$ cat config.mk
export PLATFORM = sky130hd
export DESIGN_NAME = twi_slave
export DESIGN_NICKNAME = d
export VERILOG_FILES = /design/src/rtl/twi_pkg.sv /design/src/rtl/twi_bus_sync.sv /design/src/rtl/twi_slave.sv
export SDC_FILE = /design/constraint.sdc
export NUM_CORES = 1
export LEC_CHECK = 0
export ABC_CLOCK_PERIOD_IN_PS = 3700
export CAP_MARGIN = 20
export CELL_PAD_IN_SITES_DETAIL_PLACEMENT = 0
export CELL_PAD_IN_SITES_GLOBAL_PLACEMENT = 2
export CORE_AREA = 2 2 121 135
export CTS_CLUSTER_SIZE = 10
export DETAILED_ROUTE_END_ITERATION = 8
export DIE_AREA = 0 0 123 137
export GPL_TIMING_DRIVEN = 0
export PLACE_DENSITY_LB_ADDON = 0.1
export SLEW_MARGIN = 25
export SYNTH_ARGS = -nofsm -noshare
export SYNTH_HDL_FRONTEND = slang
export SYNTH_SLANG_ARGS = --single-unit
$ cat constraint.sdc
create_clock -name CLK_I -period 3.7 [get_ports CLK_I]
set_input_delay 0.37 -clock CLK_I [delete_from_list [all_inputs] [get_ports CLK_I]]
set_output_delay 0.37 -clock CLK_I [all_outputs]
set_load 0.01 [all_outputs]
$ cat src/rtl/twi_pkg.sv
// rtl/twi_pkg.sv - shared state encoding and constants for the TWI target
package twi_pkg;

   localparam int TWI_SYNC_STAGES = 2;
   localparam int TWI_BITS        = 8;

   typedef enum logic [2:0] {
      ST_IDLE,
      ST_ADDR,
      ST_ADDR_ACK,
      ST_WR_DATA,
      ST_WR_ACK,
      ST_RD_DATA,
      ST_RD_ACK
   } twi_state_e;

endpackage

$ cat src/rtl/twi_bus_sync.sv
// rtl/twi_bus_sync.sv - SCL/SDA synchronizers with edge and START/STOP detection
module twi_bus_sync
   import twi_pkg::*;
(
   input  logic clk,
   input  logic rst,
   input  logic scl_i,
   input  logic sda_i,
   output logic sda_o,
   output logic scl_rise,
   output logic scl_fall,
   output logic start_det,
   output logic stop_det
);

   logic [TWI_SYNC_STAGES-1:0] scl_sync_q, scl_sync_d;
   logic [TWI_SYNC_STAGES-1:0] sda_sync_q, sda_sync_d;
   logic                       scl_hist_q, scl_hist_d;
   logic                       sda_hist_q, sda_hist_d;
   logic                       scl_cur, sda_cur;

   assign scl_cur = scl_sync_q[TWI_SYNC_STAGES-1];
   assign sda_cur = sda_sync_q[TWI_SYNC_STAGES-1];

   always_comb begin
      scl_sync_d = {scl_sync_q[TWI_SYNC_STAGES-2:0], scl_i};
      sda_sync_d = {sda_sync_q[TWI_SYNC_STAGES-2:0], sda_i};
      scl_hist_d = scl_cur;
      sda_hist_d = sda_cur;
   end

   // Idle bus is high, so reset to 1 to avoid a phantom edge on release.
   always_ff @(posedge clk or posedge rst) begin
      if (rst) begin
         scl_sync_q <= '1;
         sda_sync_q <= '1;
         scl_hist_q <= 1'b1;
         sda_hist_q <= 1'b1;
      end else begin
         scl_sync_q <= scl_sync_d;
         sda_sync_q <= sda_sync_d;
         scl_hist_q <= scl_hist_d;
         sda_hist_q <= sda_hist_d;
      end
   end

   assign sda_o     = sda_cur;
   assign scl_rise  = ~scl_hist_q & scl_cur;
   assign scl_fall  = scl_hist_q & ~scl_cur;
   assign start_det = scl_hist_q & scl_cur & sda_hist_q & ~sda_cur;
   assign stop_det  = scl_hist_q & scl_cur & ~sda_hist_q & sda_cur;

endmodule

$ cat src/rtl/twi_slave.sv
// rtl/twi_slave.sv - TWI target with auto-incrementing pointer into a local register file
// Local side port shares the register file; a same-cycle bus write takes priority.
module twi_slave
   import twi_pkg::*;
#(
   parameter logic [6:0] SLV_ADDR = 7'h50,
   parameter int         AW       = 3
)(
   input  logic          CLK_I,
   input  logic          RST_I,
   input  logic          TWI_SCL_I,
   input  logic          TWI_SDA_I,
   output logic          TWI_SDA_OEN,
   input  logic          LOC_WE,
   input  logic [AW-1:0] LOC_ADR,
   input  logic [7:0]    LOC_DAT_I,
   output logic [7:0]    LOC_DAT_O,
   output logic          BUS_WR_STB,
   output logic [AW-1:0] BUS_WR_ADR,
   output logic          BUSY
);

   localparam int DEPTH = 1 << AW;
   localparam logic [3:0] LAST_BIT = 4'(TWI_BITS);

   logic sda_s, scl_rise, scl_fall, start_det, stop_det;

   twi_bus_sync u_sync (
      .clk       (CLK_I),
      .rst       (RST_I),
      .scl_i     (TWI_SCL_I),
      .sda_i     (TWI_SDA_I),
      .sda_o     (sda_s),
      .scl_rise  (scl_rise),
      .scl_fall  (scl_fall),
      .start_det (start_det),
      .stop_det  (stop_det)
   );

   twi_state_e    state_q, state_d;
   logic [3:0]    bit_cnt_q, bit_cnt_d;
   logic [7:0]    shreg_q, shreg_d;
   logic [AW-1:0] ptr_q, ptr_d;
   logic          first_q, first_d;
   logic          rw_q, rw_d;
   logic          oen_q, oen_d;
   logic          busy_q, busy_d;
   logic          wr_stb_q, wr_stb_d;
   logic [AW-1:0] wr_adr_q, wr_adr_d;
   logic [7:0]    regs_q [DEPTH];
   logic [7:0]    regs_d [DEPTH];
   logic          bus_we;
   logic [7:0]    rd_byte;

   // Pointer is already advanced when a new read byte starts, so this is always the next byte.
   assign rd_byte = regs_q[ptr_q];

   always_comb begin
      state_d   = state_q;
      bit_cnt_d = bit_cnt_q;
      shreg_d   = shreg_q;
      ptr_d     = ptr_q;
      first_d   = first_q;
      rw_d      = rw_q;
      oen_d     = oen_q;
      busy_d    = busy_q;
      wr_stb_d  = 1'b0;
      wr_adr_d  = wr_adr_q;
      bus_we    = 1'b0;

      if (start_det) begin
         state_d   = ST_ADDR;
         bit_cnt_d = '0;
         oen_d     = 1'b0;
      end else if (stop_det) begin
         state_d = ST_IDLE;
         oen_d   = 1'b0;
         busy_d  = 1'b0;
      end else begin
         unique case (state_q)
            ST_IDLE: ;
            ST_ADDR: begin
               if (scl_rise) begin
                  shreg_d   = {shreg_q[6:0], sda_s};
                  bit_cnt_d = bit_cnt_q + 4'd1;
               end else if (scl_fall && bit_cnt_q == LAST_BIT) begin
                  if (shreg_q[7:1] == SLV_ADDR) begin
                     state_d = ST_ADDR_ACK;
                     rw_d    = shreg_q[0];
                     oen_d   = 1'b1;
                     busy_d  = 1'b1;
                  end else begin
                     state_d = ST_IDLE;
                     oen_d   = 1'b0;
                     busy_d  = 1'b0;
                  end
               end
            end
            ST_ADDR_ACK: begin
               if (scl_fall) begin
                  if (rw_q) begin
                     state_d   = ST_RD_DATA;
                     shreg_d   = rd_byte;
                     oen_d     = ~rd_byte[7];
                     bit_cnt_d = 4'd1;
                  end else begin
                     state_d   = ST_WR_DATA;
                     first_d   = 1'b1;
                     oen_d     = 1'b0;
                     bit_cnt_d = '0;
                  end
               end
            end
            ST_WR_DATA: begin
               if (scl_rise) begin
                  shreg_d   = {shreg_q[6:0], sda_s};
                  bit_cnt_d = bit_cnt_q + 4'd1;
               end else if (scl_fall && bit_cnt_q == LAST_BIT) begin
                  state_d = ST_WR_ACK;
                  oen_d   = 1'b1;
                  if (first_q) begin
                     ptr_d   = shreg_q[AW-1:0];
                     first_d = 1'b0;
                  end else begin
                     bus_we   = 1'b1;
                     wr_stb_d = 1'b1;
                     wr_adr_d = ptr_q;
                     ptr_d    = ptr_q + AW'(1);
                  end
               end
            end
            ST_WR_ACK: begin
               if (scl_fall) begin
                  state_d   = ST_WR_DATA;
                  oen_d     = 1'b0;
                  bit_cnt_d = '0;
               end
            end
            ST_RD_DATA: begin
               // bit_cnt counts bits already placed on the bus.
               if (scl_fall) begin
                  if (bit_cnt_q == LAST_BIT) begin
                     state_d = ST_RD_ACK;
                     oen_d   = 1'b0;
                     ptr_d   = ptr_q + AW'(1);
                  end else begin
                     oen_d     = ~shreg_q[6];
                     shreg_d   = {shreg_q[6:0], 1'b0};
                     bit_cnt_d = bit_cnt_q + 4'd1;
                  end
               end
            end
            ST_RD_ACK: begin
               if (scl_rise && sda_s) begin
                  state_d = ST_IDLE;
                  busy_d  = 1'b0;
               end else if (scl_fall) begin
                  state_d   = ST_RD_DATA;
                  shreg_d   = rd_byte;
                  oen_d     = ~rd_byte[7];
                  bit_cnt_d = 4'd1;
               end
            end
            default: begin
               state_d = ST_IDLE;
               oen_d   = 1'b0;
               busy_d  = 1'b0;
            end
         endcase
      end
   end

   // Bus write is applied last so it overrides a local write to the same address.
   always_comb begin
      regs_d = regs_q;
      if (LOC_WE) begin
         regs_d[LOC_ADR] = LOC_DAT_I;
      end
      if (bus_we) begin
         regs_d[ptr_q] = shreg_q;
      end
   end

   always_ff @(posedge CLK_I or posedge RST_I) begin
      if (RST_I) begin
         state_q   <= ST_IDLE;
         bit_cnt_q <= '0;
         shreg_q   <= '0;
         ptr_q     <= '0;
         first_q   <= 1'b0;
         rw_q      <= 1'b0;
         oen_q     <= 1'b0;
         busy_q    <= 1'b0;
         wr_stb_q  <= 1'b0;
         wr_adr_q  <= '0;
         for (int i = 0; i < DEPTH; i++) begin
            regs_q[i] <= '0;
         end
      end else begin
         state_q   <= state_d;
         bit_cnt_q <= bit_cnt_d;
         shreg_q   <= shreg_d;
         ptr_q     <= ptr_d;
         first_q   <= first_d;
         rw_q      <= rw_d;
         oen_q     <= oen_d;
         busy_q    <= busy_d;
         wr_stb_q  <= wr_stb_d;
         wr_adr_q  <= wr_adr_d;
         for (int i = 0; i < DEPTH; i++) begin
            regs_q[i] <= regs_d[i];
         end
      end
   end

   assign TWI_SDA_OEN = oen_q;
   assign BUSY        = busy_q;
   assign BUS_WR_STB  = wr_stb_q;
   assign BUS_WR_ADR  = wr_adr_q;
   assign LOC_DAT_O   = regs_q[LOC_ADR];

endmodule

==> results of run 1 <==
[synthesized netlist by cell type (all sizes together), types with 3 or more instances]
cell     instances
dfstp            6
nand4b           6
buf             43
nor2b            7
clkbuf          14
ha               3
inv              7
o21ai           22
mux4            22
nand2b           4
dfrtp           90
o31ai            5
a22oi            8
nor2            79
nor3b            4
a2111oi          3
mux2            23
a21oi           79
nand3           10
o211ai           4
o22ai            6
nand3b           6
nand2           25
nor3             5
mux2i           75
or2              4
[cells by family after synthesis]
family                   after synthesis  synth area share [%]
XOR/XNOR                               1                0.1444
flip-flops                            96                 39.72
buffers and inverters                 64                 5.383
adder cells (fa/ha/maj)                3                0.6188
AO/OA/AOI/OAI                        141                 13.49
AND/OR/NAND/NOR                      171                 15.84
multiplexers                         120                 24.81
[cell type report]
| type | instances | area, um2 |
|---|---|---|
| Clock inverter | 3 | 40.04 |
| Buffer | 57 | 300.3 |
| Fill cell | 1492 | 8648 |
| Timing Repair Buffer | 20 | 217.7 |
| Sequential cell | 96 | 2410 |
| Clock buffer | 13 | 260.3 |
| Inverter | 7 | 31.28 |
| Multi-Input combinational cell | 436 | 3337 |
| Tap cell | 200 | 250.2 |
[metrics by stage]
stage / std cells / power (mW) / setup slack, ns / TNS, ns / utilization (%)
after floorplan: 596 / 1.987 / 0.8346 / 0 / -
after CTS: 832 / 3.277 / 0.2579 / 0 / 44.19
after global placement: 815 / 2.276 / -0.8697 / -77.81 / 42.00
after global routing: 832 / 3.417 / 0.1299 / 0 / 44.19
after detailed placement: 816 / 2.297 / 0.2583 / 0 / 42.25
final: 832 / 3.254 / 0.2456 / 0 / 44.19
[layer usage]
metal  part of all wire, %  global-route usage [%]  wire (um)  up-vias
met3                   5.5                   3.667       1099       30
li1                      -                       -          -     2224
met5                     0                       0          0        -
met1                    43                   34.76       8636     2458
met4                   2.9                   8.333        575        0
met2                    49                   40.70       9829      176
[state kept, by name (all words and copies together) (netlist names)]
signal,count
BUS_WR_STB,1
BUS_WR_ADR,3
shreg_q,8
u_sync.scl_sync_q,2
ptr_q,3
first_q,1
TWI_SDA_OEN,1
u_sync.sda_sync_q,2
rw_q,1
u_sync.scl_hist_q,1
state_q,3
u_sync.sda_hist_q,1
BUSY,1
regs_q,64
bit_cnt_q,4
[where the power goes]
part	switching (mW)	internal, mW	total [mW]	leakage (nW)
Combinational	0.462	0.393	0.855	1.61
Sequential	0.168	1.26	1.43	1.13
Clock	0.412	0.560	0.972	0.150
[worst min-delay path by stage]
stage / slack [ns] / end / from
final: 0.36 / u_sync.scl_sync_q[1] / u_sync.scl_sync_q[0]
after global routing: 0.37 / u_sync.scl_sync_q[1] / u_sync.scl_sync_q[0]
after CTS: 0.36 / u_sync.scl_sync_q[1] / u_sync.scl_sync_q[0]
after detailed placement: 0.35 / u_sync.scl_sync_q[1] / u_sync.scl_sync_q[0]
after global placement: 0.35 / u_sync.scl_sync_q[1] / u_sync.scl_sync_q[0]
after floorplan: 0.35 / u_sync.scl_sync_q[1] / u_sync.scl_sync_q[0]
[critical path: stages]
cell,delay [ns]
clkdlybuf4s50_1,0.62
buf_6,0.22
clkbuf_1,0.68
mux4_2,0.40
mux2_2,0.28
clkdlybuf4s50_1,0.51
==> impl_metrics.py, run 1 <==
metrics = {
    "run_status": {
        "status": "finished, final reports clean",
    },
    "cells_and_area": {
        "finalNetCount": 646,
        "antenna_cells": 0,
        "area_growth_pct": 12.85,
        "drive_gt1_share_pct": 18.83,
        "mostFrequentLayoutCell": "dfrtp_1",
        "layout_common_cells": "90 x dfrtp_1, 79 x nor2_1, 78 x a21oi_1, 75 x mux2i_1, 25 x nand2_1",
        "final_area_um2": 6847,
    },
    "synth": {
        "synth_nets": 615,
        "yosys.area.top_type": "dfrtp_1",
        "syn_area_per_cell_um2": 10.18,
        "synth_seq_area_share_pct": 39.72,
        "ys_ff_latch": 96,
        "synth_top_cell_area_share_pct": 37.12,
        "ys_types": 65,
        "yosys-top-cells-area": "dfrtp_1 37%, mux2i_1 12%, mux4_2 8.2%",
        "synthArstFlopShare_pct": 100.0,
        "synth_area_um2": 6067,
        "syn_inst": 596,
        "synth_edf_count": 0,
        "yosys_warnings": 0,
        "ys.flop_type": "dfrtp_1",
    },
    "setup_path": {
        "ff2ff_setup_slack_ns": 0.99,
        "crit_arrival_ns": 3.08,
        "critPathLaunchType": "input port",
        "cp-startpoint": "LOC_ADR[2]",
        "reg2reg_from": "bit_cnt_q[0]",
        "critPathRequiredTime_ns": 3.33,
        "criticalPathCategory": "input port to output pin",
        "worst-path-max-fanout": 10,
        "r2r_cells": 8,
        "critPathCaptureType": "output pin",
        "r2r_end": "regs_q[6]",
        "endpoint": "LOC_DAT_O[5]",
    },
    "clock_network": {
        "numCtsBuffers": 9,
        "cts_root_buf": "clkbuf_16",
        "clk_latency_ns": 0.35,
        "cts-hold-fix-buffers": 0,
        "cts-htree-levels": 3,
        "path_clk_slew_ns": 0.06,
        "cts_buffer_depth": 2,
        "clock_sinks": 96,
        "postCtsSetupBuffers": 0,
        "cts_resized": 0,
        "cts_tree": "yes",
    },
    "floorplanning": {
        "dieArea_um2": 16850,
        "core_um2": 15490,
        "num_io_pins": 30,
        "dieHeight_um": 137,
        "initial_core_util_pct": 39.16,
        "die_w_um": 123,
        "rows": 48,
    },
    "route": {
        "vias": 4888,
        "vias_per_cell": 5.875,
        "routed_wl_um": 20140,
        "wl_per_cell_um": 24.21,
        "ant_nets": 0,
        "drt_pass1_iterations": 5,
        "drtIter0Drc": 346,
        "drc_errors": 0,
    },
    "sta": {
        "hold_viol": 0,
        "rsz0062_at_grt": "no",
        "fin_hold_ws_ns": 0.3570,
        "worst_pin_slew_ns": 0.8883,
        "setup_violations": 0,
        "finalCritPeriodShare_pct": 93.36,
        "clock.fmax_mhz": 289.5,
        "relSlewSlack_pct": 40.78,
        "slew_violations": 0,
        "period_minus_slack_ns": 3.454,
        "finClkSkew_ns": 0.008446,
    },
    "global_routing": {
        "grt_pass1_wl_um": 30480,
        "grt_antenna_before_repair": 0,
        "first_global_vias": 4801,
        "grt_max_degree": 50,
        "grt_usage_pct": 25.20,
        "grt_overflow": 0,
    },
    "power_and_ir_drop": {
        "irDropWorstVdd_mv": 0.2250,
        "p_leak_nw": 2.890,
        "p_per_area_nw_per_um2": 475.3,
    },
    "hold_path": {
        "hp-class": "flip-flop to flip-flop",
        "hold_depth": 0,
    },
    "placed_design": {
        "place.gp.congestion": 0.8833,
        "portBuffers": 19,
        "hpwl_um": 13910,
        "dpl_cell_area_um2": 6546,
    },
    "job": {
        "drv_cap": 0,
    },
}
No activity file was read; power rests on OpenSTA's default activity.
==> inputs of run 2 (changes only) <==
--- a/config.mk
+++ b/config.mk
@@ -6,7 +6,7 @@
 export NUM_CORES = 1
 export LEC_CHECK = 0
 export ABC_CLOCK_PERIOD_IN_PS = 3700
-export CAP_MARGIN = 20
+export CAP_MARGIN = 0
 export CELL_PAD_IN_SITES_DETAIL_PLACEMENT = 0
 export CELL_PAD_IN_SITES_GLOBAL_PLACEMENT = 2
 export CORE_AREA = 2 2 121 135
==> results of run 2 <==
The final DEF is identical to that of run 1; final timing and power are the same.
==> inputs of run 3 (changes only) <==
--- a/config.mk
+++ b/config.mk
@@ -5,14 +5,14 @@
 export SDC_FILE = /design/constraint.sdc
 export NUM_CORES = 1
 export LEC_CHECK = 0
-export ABC_CLOCK_PERIOD_IN_PS = 3700
+export ABC_CLOCK_PERIOD_IN_PS = 4340
 export CAP_MARGIN = 0
 export CELL_PAD_IN_SITES_DETAIL_PLACEMENT = 0
 export CELL_PAD_IN_SITES_GLOBAL_PLACEMENT = 2
-export CORE_AREA = 2 2 121 135
+export CORE_AREA = 2 2 117 130
 export CTS_CLUSTER_SIZE = 10
 export DETAILED_ROUTE_END_ITERATION = 8
-export DIE_AREA = 0 0 123 137
+export DIE_AREA = 0 0 119 132
 export GPL_TIMING_DRIVEN = 0
 export PLACE_DENSITY_LB_ADDON = 0.1
 export SLEW_MARGIN = 25
==> constraint.sdc (replaced) <==
create_clock -name CLK_I -period 4.34 [get_ports CLK_I]
set_input_delay 0.434 -clock CLK_I [delete_from_list [all_inputs] [get_ports CLK_I]]
set_output_delay 0.434 -clock CLK_I [all_outputs]
set_load 0.01 [all_outputs]
==> impl_metrics.py, run 3 (synthesis results as in run 1) <==
metrics = {
    "run_status": {
        "status": "finished, final reports clean",
    },
    "floorplanning": {
        "die_w_um": 119,
        "initial_core_util_pct": 42.33,
        "core_um2": 14330,
        "dieArea_um2": 15710,
        "rows": 46,
        "dieHeight_um": 132,
        "num_io_pins": 30,
    },
    "cells_and_area": {
        "final_area_um2": 6874,
        "layout_common_cells": "90 x dfrtp_1, 79 x nor2_1, 78 x a21oi_1, 75 x mux2i_1, 25 x nand2_1",
        "mostFrequentLayoutCell": "dfrtp_1",
        "final_core_util_pct": 47.97,
        "largest_register_ffs": 64,
        "finalNetCount": 646,
        "top_register": "regs_q",
        "area_growth_pct": 13.30,
        "reg_top3": "regs_q x64, shreg_q x8, bit_cnt_q x4",
        "fin_cells": 824,
        "antenna_cells": 0,
        "drive_gt1_share_pct": 19.15,
    },
    "sta": {
        "setup_tns_ns": 0,
        "finClkSkew_ns": 0.005174,
        "worst_pin_slew_ns": 0.9821,
        "relSlewSlack_pct": 34.53,
        "finalCritPeriodShare_pct": 82.49,
        "fin_hold_ws_ns": 0.3564,
        "hold_viol": 0,
        "setup_violations": 0,
        "slew_violations": 0,
        "setup_slack_ns": 0.7601,
        "period_minus_slack_ns": 3.580,
        "clock.fmax_mhz": 279.3,
        "rsz0062_at_grt": "no",
    },
    "clock_network": {
        "cts_resized": 0,
        "path_clk_slew_ns": 0.07,
        "cts-hold-fix-buffers": 0,
        "cts_tree": "yes",
        "cts_root_buf": "clkbuf_16",
        "numCtsBuffers": 9,
        "postCtsSetupBuffers": 0,
        "cts_buffer_depth": 2,
        "clock_sinks": 96,
        "clk_latency_ns": 0.36,
        "cts-htree-levels": 3,
    },
    "setup_path": {
        "r2r_cells": 8,
        "path_depth": 6,
        "worst-path-max-fanout": 10,
        "crit_top_cell": "clkdlybuf4s50_1",
        "critical_path_buf_inv_count": 4,
        "crit_path_cell_trace": "clkdlybuf4s50_1, buf_6, clkbuf_1, mux4_2, mux2_2, clkdlybuf4s50_1",
        "worst_path_largest_cell_delay_ns": 0.66,
        "critPathCaptureType": "output pin",
        "critPathRequiredTime_ns": 3.91,
        "critPathLaunchType": "input port",
        "crit_arrival_ns": 3.15,
        "criticalPathCategory": "input port to output pin",
        "crit_family": "buffers and inverters",
        "crit_slowest_cell": "clkbuf_1",
    },
    "global_routing": {
        "grt_antenna_before_repair": 0,
        "grt_usage_pct": 26.03,
        "grt_max_degree": 54,
        "first_global_vias": 4779,
        "grt_pass1_wl_um": 30200,
        "grt_overflow": 0,
    },
    "power_and_ir_drop": {
        "p_per_area_nw_per_um2": 416.4,
        "p_leak_nw": 2.903,
        "irDropWorstVdd_mv": 0.1915,
        "finalPower_mw": 2.862,
    },
    "hold_path": {
        "hp-class": "flip-flop to flip-flop",
        "hold_depth": 0,
    },
    "placed_design": {
        "portBuffers": 19,
        "dp.cells": 808,
        "dpl_cell_area_um2": 6536,
        "dp_slack_ns": 0.7787,
        "place.gp.congestion": 0.8771,
        "hpwl_um": 13410,
    },
    "route": {
        "drtIter0Drc": 430,
        "wl_per_cell_um": 24.21,
        "drt_pass1_iterations": 5,
        "routed_wl_um": 19950,
        "vias": 4902,
        "vias_per_cell": 5.949,
        "drc_errors": 0,
        "ant_nets": 0,
    },
    "job": {
        "drv_cap": 0,
    },
}
-- run 3: cell count changes in the layout (fill, tap and decap cells not counted) --
cell | before | now
inv_6 | 1 | 3
clkinvlp_4 | 0 | 1
clkbuf_1 | 16 | 14
clkinv_2 | 2 | 0
bufinv_16 | 1 | 2
-- run 3: path summary, 6_finish.rpt --
kind	from	endpoint	slack, ns
worst min-delay path	u_sync.sda_sync_q[0]	u_sync.sda_sync_q[1]	0.36
worst max register to register	bit_cnt_q[0]	regs_q[14]	1.62
max in group asynchronous	RST_I	regs_q[38]	3.26
worst min register to register	u_sync.sda_sync_q[0]	u_sync.sda_sync_q[1]	0.36
worst max-delay path	LOC_ADR[2]	LOC_DAT_O[5]	0.76
min in group asynchronous	RST_I	bit_cnt_q[2]	0.46
-- run 3: per-layer routing --
layer,track usage (%),up-vias,share of wire [%]
li1,-,2234,-
met1,35.94,2444,43
met2,41.38,187,48
met3,3.417,37,5.4
met4,10.78,0,3.3
met5,0,-,0
-- run 3: power breakdown --
part           switching (mW)  leakage [nW]  internal (mW)
Combinational           0.396          1.61          0.335
Clock                   0.374         0.163          0.541
Sequential              0.143          1.13           1.07
Total                   0.913          2.90           1.95
-- run 3: worst reg2reg max path, stage by stage (launching register included) --
cell and delay (ns):
dfrtp_1 0.42, inv_1 0.10, ha_1 0.16, nand3b_1 0.23
nor4_4 0.45, nand3_1 0.49, clkbuf_1 0.47, nor2_1 0.19
a21oi_1 0.06
-- run 3: area by class of cell --
cell class,count,area [um2]
Fill cell,1351,7457
Multi-Input combinational cell,436,3337
Sequential cell,96,2410
Buffer,57,300.3
Clock buffer,11,252.7
Tap cell,192,240.2
Timing Repair Buffer,20,217.7
Clock inverter,5,85.08
Inverter,7,31.28
